[src/rtl/spi_pkg.sv]
// Shared constants for the SPI master: frame geometry, opcodes and FSM state encodings.
package spi_pkg;

   localparam int FRAME_W = 10;
   localparam int DATA_W  = 8;

   localparam logic [1:0] OP_WR_ADDR = 2'b00;
   localparam logic [1:0] OP_WR_DATA = 2'b01;
   localparam logic [1:0] OP_RD_ADDR = 2'b10;
   localparam logic [1:0] OP_RD_DATA = 2'b11;

   typedef logic [2:0] state_t;

   localparam state_t ST_IDLE  = 3'd0;
   localparam state_t ST_SEL   = 3'd1;
   localparam state_t ST_CHK   = 3'd2;
   localparam state_t ST_SHIFT = 3'd3;
   localparam state_t ST_WAIT  = 3'd4;
   localparam state_t ST_RECV  = 3'd5;
   localparam state_t ST_GAP   = 3'd6;

endpackage

[src/rtl/spi_master_shifter.sv]
// TX (loadable, MSB first) and RX shift registers for the SPI master.
module spi_master_shifter
   import spi_pkg::*;
(
   input  logic               clk,
   input  logic               rst_n,
   input  logic               load_i,
   input  logic [FRAME_W-1:0] load_data_i,
   input  logic               shift_i,
   input  logic               sample_i,
   input  logic               miso_i,
   output logic               tx_msb_o,
   output logic               tx_next_o,
   output logic [DATA_W-1:0]  rx_next_o
);

   logic [FRAME_W-1:0] tx_q, tx_d;
   logic [DATA_W-1:0]  rx_q, rx_d;
   logic               unused_rx_msb;

   always_comb begin
      tx_d = tx_q;
      if (load_i) begin
         tx_d = load_data_i;
      end else if (shift_i) begin
         tx_d = {tx_q[FRAME_W-2:0], 1'b0};
      end
   end

   // The byte including the bit being sampled now, so the top can capture it on the 8th edge.
   assign rx_next_o     = {rx_q[DATA_W-2:0], miso_i};
   assign rx_d          = sample_i ? rx_next_o : rx_q;
   assign unused_rx_msb = rx_q[DATA_W-1];

   assign tx_msb_o  = tx_q[FRAME_W-1];
   assign tx_next_o = tx_q[FRAME_W-2];

   always_ff @(posedge clk or negedge rst_n) begin
      if (!rst_n) begin
         tx_q <= '0;
         rx_q <= '0;
      end else begin
         tx_q <= tx_d;
         rx_q <= rx_d;
      end
   end

endmodule

[src/rtl/spi_master.sv]
// SPI initiator: sends 10-bit command frames with a leading check bit and collects
// read-back bytes on MISO after a fixed read latency.
module spi_master
   import spi_pkg::*;
#(
   parameter int unsigned RD_LAT = 3,
   parameter int unsigned GAP    = 1
) (
   input  logic               clk,
   input  logic               rst_n,
   input  logic               cmd_valid,
   input  logic [FRAME_W-1:0] cmd_data,
   output logic               cmd_ready,
   output logic               rd_valid,
   output logic [DATA_W-1:0]  rd_data,
   output logic               busy,
   output logic               SS_n,
   output logic               MOSI,
   input  logic               MISO
);

   localparam int unsigned MAX_LEN = (RD_LAT > GAP) ? RD_LAT : GAP;
   localparam int unsigned CNT_W   = ($clog2(MAX_LEN) + 1 > 4) ? $clog2(MAX_LEN) + 1 : 4;

   localparam logic [CNT_W-1:0] SHIFT_LAST = CNT_W'(FRAME_W - 1);
   localparam logic [CNT_W-1:0] WAIT_LAST  = CNT_W'((RD_LAT > 1) ? RD_LAT - 2 : 0);
   localparam logic [CNT_W-1:0] RECV_LAST  = CNT_W'(DATA_W - 1);
   localparam logic [CNT_W-1:0] GAP_LAST   = CNT_W'(GAP - 1);

   state_t             state_q, state_d;
   logic [CNT_W-1:0]   cnt_q, cnt_d;
   logic [1:0]         op_q, op_d;
   logic               ss_n_q, ss_n_d;
   logic               mosi_q, mosi_d;
   logic               rd_valid_q, rd_valid_d;
   logic [DATA_W-1:0]  rd_data_q, rd_data_d;

   logic               accept;
   logic               rx_done;
   logic               tx_msb, tx_next;
   logic [DATA_W-1:0]  rx_next;

   assign accept  = cmd_valid && (state_q == ST_IDLE);
   assign rx_done = (state_q == ST_RECV) && (cnt_q == RECV_LAST);

   spi_master_shifter u_shifter (
      .clk         (clk),
      .rst_n       (rst_n),
      .load_i      (accept),
      .load_data_i (cmd_data),
      .shift_i     (state_q == ST_SHIFT),
      .sample_i    (state_q == ST_RECV),
      .miso_i      (MISO),
      .tx_msb_o    (tx_msb),
      .tx_next_o   (tx_next),
      .rx_next_o   (rx_next)
   );

   always_comb begin
      state_d = state_q;
      case (state_q)
         ST_IDLE:  if (accept) state_d = ST_SEL;
         ST_SEL:   state_d = ST_CHK;
         ST_CHK:   state_d = ST_SHIFT;
         ST_SHIFT: begin
            if (cnt_q == SHIFT_LAST) begin
               if (op_q == OP_RD_DATA) state_d = (RD_LAT > 1) ? ST_WAIT : ST_RECV;
               else                    state_d = ST_GAP;
            end
         end
         ST_WAIT:  if (cnt_q == WAIT_LAST) state_d = ST_RECV;
         ST_RECV:  if (cnt_q == RECV_LAST) state_d = ST_GAP;
         ST_GAP:   if (cnt_q == GAP_LAST)  state_d = ST_IDLE;
         default:  state_d = ST_IDLE;
      endcase
   end

   always_comb begin
      // Counter restarts on every state entry and idles at zero.
      cnt_d = ((state_d != state_q) || (state_q == ST_IDLE)) ? '0 : cnt_q + 1'b1;
      op_d  = accept ? cmd_data[FRAME_W-1:FRAME_W-2] : op_q;

      ss_n_d = (state_d == ST_IDLE) || (state_d == ST_GAP);

      // cmd[9] goes out in CHK and again in the first SHIFT cycle; the TX register
      // only shifts while already in SHIFT, hence bit 8 is next from then on.
      mosi_d = 1'b0;
      if (state_d == ST_CHK) begin
         mosi_d = tx_msb;
      end else if (state_d == ST_SHIFT) begin
         mosi_d = (state_q == ST_SHIFT) ? tx_next : tx_msb;
      end

      rd_valid_d = rx_done;
      rd_data_d  = rx_done ? rx_next : rd_data_q;
   end

   always_ff @(posedge clk or negedge rst_n) begin
      if (!rst_n) begin
         state_q    <= ST_IDLE;
         cnt_q      <= '0;
         op_q       <= '0;
         ss_n_q     <= 1'b1;
         mosi_q     <= 1'b0;
         rd_valid_q <= 1'b0;
         rd_data_q  <= '0;
      end else begin
         state_q    <= state_d;
         cnt_q      <= cnt_d;
         op_q       <= op_d;
         ss_n_q     <= ss_n_d;
         mosi_q     <= mosi_d;
         rd_valid_q <= rd_valid_d;
         rd_data_q  <= rd_data_d;
      end
   end

   assign cmd_ready = (state_q == ST_IDLE);
   assign busy      = (state_q != ST_IDLE);
   assign SS_n      = ss_n_q;
   assign MOSI      = mosi_q;
   assign rd_valid  = rd_valid_q;
   assign rd_data   = rd_data_q;

endmodule

[config.mk]
export PLATFORM = sky130hd
export DESIGN_NAME = spi_master
export DESIGN_NICKNAME = d
export VERILOG_FILES = /design/src/rtl/spi_pkg.sv /design/src/rtl/spi_master_shifter.sv /design/src/rtl/spi_master.sv
export SDC_FILE = /design/constraint.sdc
export NUM_CORES = 1
export LEC_CHECK = 0
export ABC_AREA = 1
export CORE_MARGIN = 1
export CORE_UTILIZATION = 50
export CTS_BUF_LIST = sky130_fd_sc_hd__clkbuf_2 sky130_fd_sc_hd__clkbuf_4 sky130_fd_sc_hd__clkbuf_8
export CTS_CLUSTER_DIAMETER = 120
export CTS_CLUSTER_SIZE = 40
export DETAILED_ROUTE_END_ITERATION = 12
export PLACE_DENSITY = 0.78
export SETUP_SLACK_MARGIN = 0.1
export SLEW_MARGIN = 25
export SYNTH_ARGS = -nofsm -noshare
export SYNTH_HDL_FRONTEND = slang
export SYNTH_SLANG_ARGS = --single-unit
[constraint.sdc]
create_clock -name clk -period 1.34 [get_ports clk]
set_input_delay 0.134 -clock clk [delete_from_list [all_inputs] [get_ports clk]]
set_output_delay 0.134 -clock clk [all_outputs]
set_load 0.02 [all_outputs]
==> flow_summary_export.csv <==
group,metric,value,unit
timing,whs,0.1652,ns
power,combPwrFrac,0.463,
timing,fmax,690.1,MHz
placement,routabilityCongestion,0.9300,
route,drtAntennaViolNets,0,
timing,setup-tns-final,-0.5756,ns
global_routing,use_met2,0.3940,
clock_tree,cts_buffers,5,
clock_tree,clk_pin_slew_worst_paths,0.10,ns
global_routing,top_usage_layer,"met2",
synthesis,yosysMostFrequentCell,"nand2_1",
synthesis,yosys.area_share.simple,0.2282,
timing,rsz0062_at_grt,"true",
timing,fin_skew,0.005807,ns
global_routing,track_usage,0.2210,
timing,finalHoldViolCount,0,
synthesis,synth_fa_ha_area_frac,0.02180,
finish,syn2layout_area_growth,42.81,%
route,wl_per_cell,13.27,um
timing,final-max-slew-violation-count,0,
synthesis,synth_top_family_by_area,"simple AND/OR/NAND/NOR gates",
finish,final_cells,282,
power,pwr-share-seq,0.383,
global_routing,grt_antenna_before_repair,0,
global_routing,grt.overflow.total,0,
placement,dp_cells,266,
power,switchingPower,1.543,mW
power,p_per_area,1592,nW/um2
synthesis,synth_mux_area_frac,0.005814,
timing,worst_pin_slew,0.3443,ns
route,drtPass1Iterations,4,
synthesis,synth_compound_area_frac,0.1097,
synthesis,syn_area,1722,um2
finish,fillers,222,
power,cellInternalPower,2.371,mW
synthesis,yosys_register_bits,37,
placement,portBuffers,26,
timing,setup_violations,12,
synthesis,synth_area_leaders,"dfrtp_1, nand2_1, inv_1, o221ai_1, nor2_1",
floorplan,io_pins,27,
synthesis,async_flop_share,1.000,
clock_tree,cts.sinks,37,
synthesis,synth_nets,205,
finish,antenna_cells,0,
synthesis,post-synth-top-area-cell,"dfrtp_1",
critical_path,crit_required,1.62,ns
timing,finalCritPeriodShare,1.081,
power,power_leakage,1.177,nW
finish,fin_nets,255,
synthesis,synth_common_cells,"nand2_1, dfrtp_1, inv_1",
floorplan,core-area,3153,um2
floorplan,chipHeight,60.68,um
synthesis,synthXorXnorAreaFrac,0.01017,
synthesis,synth_cell_type_count,25,
route,avgViaCountPerCell,5.050,
timing,finalWorstSetupSlack,-0.1090,ns
timing,period_needed,1.449,ns
power,power_frac_clock,0.154,
synthesis,syn_inst,188,
global_routing,grt_pass1_vias,1380,
critical_path,crit_path_start_kind,"register",
power,p_total,3.915,mW
floorplan,initial_core_util,0.5460,
clock_tree,cts_tree,"built",
hold_path,hp-class,"input pin to async pin",
synthesis,syn_area_per_cell,9.158,um2
critical_path,end_kind,"register",
critical_path,worst-endpoint-arrival,1.73,ns
run_status,status,"complete, but fails checks",
route,vias,1424,
floorplan,dieArea,3682,um2
route,drt-initial-drc-count,67,
critical_path,cp_max_fo,3,
synthesis,ys.flop_type,"dfrtp_1",
finish,drive_gt1_frac,0.3529,
finish,final_util,0.7798,
floorplan,std_cell_rows,20,
global_routing,use_met3,0.04051,
power,max-vdd-ir-drop,0.8466,mV
flow_run,maxCapViolCount,0,
route,drt-total-wl,3741,um
synthesis,yosysSeqAreaShare,0.5385,
route,post-route-drc-count,0,
clock_tree,hold_buffers,0,
clock_tree,clkLatencyLatePin,0.33,ns
synthesis,yosys_warnings,0,
placement,dp_hpwl,2413,um
clock_tree,cts_root_buf,"clkbuf_4",
synthesis,synth_enable_flop_cells,0,
power,switching_share,0.3943,
run_status,violations,"setup timing",
critical_path,critPathKind,"register to register",
clock_tree,cts-htree-levels,2,
clock_tree,cts_buffer_depth,2,
global_routing,use_met1,0.2601,
floorplan,die_x,60.68,um
global_routing,grt_pass1_wl,5865,um
global_routing,grt_max_degree,38,
synthesis,netlist.area_leader.share,0.5233,
timing,slew_headroom,0.7694,
-- state kept, by name, summed over array words and instances (netlist names) --
name and cells:
rd_valid 1, MOSI 1, op_q 2, rd_data 8, state_q 3, u_shifter.rx_q 7, u_shifter.tx_q 10, cnt_q 4
SS_n 1
-- logic make-up after synthesis --
kind of cell / after synthesis
simple gates: 83
flops: 37
mux: 1
xor+xnor: 2
compound gates: 26
fa+ha+maj: 3
buf+inv: 36
-- layout make-up --
cell class | instances | area (um2) | share of cell area
inverter | 32 | 127.6 | 0.05191
clock buffer | 7 | 58.81 | 0.02392
sequential | 37 | 930.9 | 0.3786
timing repair buffer | 46 | 452.9 | 0.1842
tap | 44 | 55.05 | 0.02239
multi-input combinational | 115 | 825.8 | 0.3359
timing repair inverter | 1 | 7.507 | 0.003053
-- worst paths after layout --
path,from,to,slack (ns),cells past startpoint
setup / recovery,cnt_q[1],SS_n,-0.11,9
hold / removal,rst_n,MOSI,0.17,2
setup reg to reg,cnt_q[1],SS_n,-0.11,9
hold reg to reg,u_shifter.rx_q[3],u_shifter.rx_q[4],0.50,2
max in group asynchronous,rst_n,SS_n,0.93,2
min in group clk,cmd_data[0],u_shifter.tx_q[0],0.36,3
-- layer usage --
layer | vias to the layer above | share of wire
li1 | 697 | -
met1 | 691 | 0.43
met2 | 29 | 0.53
met3 | 7 | 0.028
met4 | 0 | 0.017
met5 | - | 0
-- stage by stage --
stage / setup WS, ns / cell area (um2)
2_1_floorplan: 0.01216 / 1747
3_3_place_gp: -0.08409 / 2130
3_5_place_dp: -0.1157 / 2130
4_1_cts: -0.08132 / 2256
5_1_grt: -0.1975 / 2459
6_report: -0.1090 / 2459
-- repair_timing --
item / CTS / global route
resized for setup: 44 / 36
buffers inserted: 2 / 5
setup endpoints to repair: 41 / 31
hold endpoints to repair: 0 / 0
pin swaps: 9 / 16
gates cloned: 1 / 1
-- power by group through the flow --
stage	clock network [mW]	logic [mW]	registers, mW
after floorplan	0	0.911	1.52
after global placement	0	1.35	1.47
after detailed placement	0	1.40	1.49
after CTS	0.619	1.53	1.50
after global routing	0.659	1.99	1.52
final	0.604	1.81	1.50
-- cells in the final DEF (no fill, tap or decap), types with 7 or more instances in the layout --
cell             count
nand2_1             36
dfrtp_1             33
inv_1               24
clkdlybuf4s50_1     13
buf_4               13
nand2_4             10
dlygate4sd2_1       10
nor2_1               8
nor2_4               7
o21ai_0              7
-- critical path: stages, from the launching register on --
cell and delay [ns]:
dfrtp_1 0.40, inv_2 0.09, ha_4 0.15, nand2_4 0.05
nor2_4 0.12, inv_1 0.07, o211ai_1 0.31, nand2_1 0.09
nand2_1 0.07, nor2_1 0.04
(Power assumes the default switching activity.)
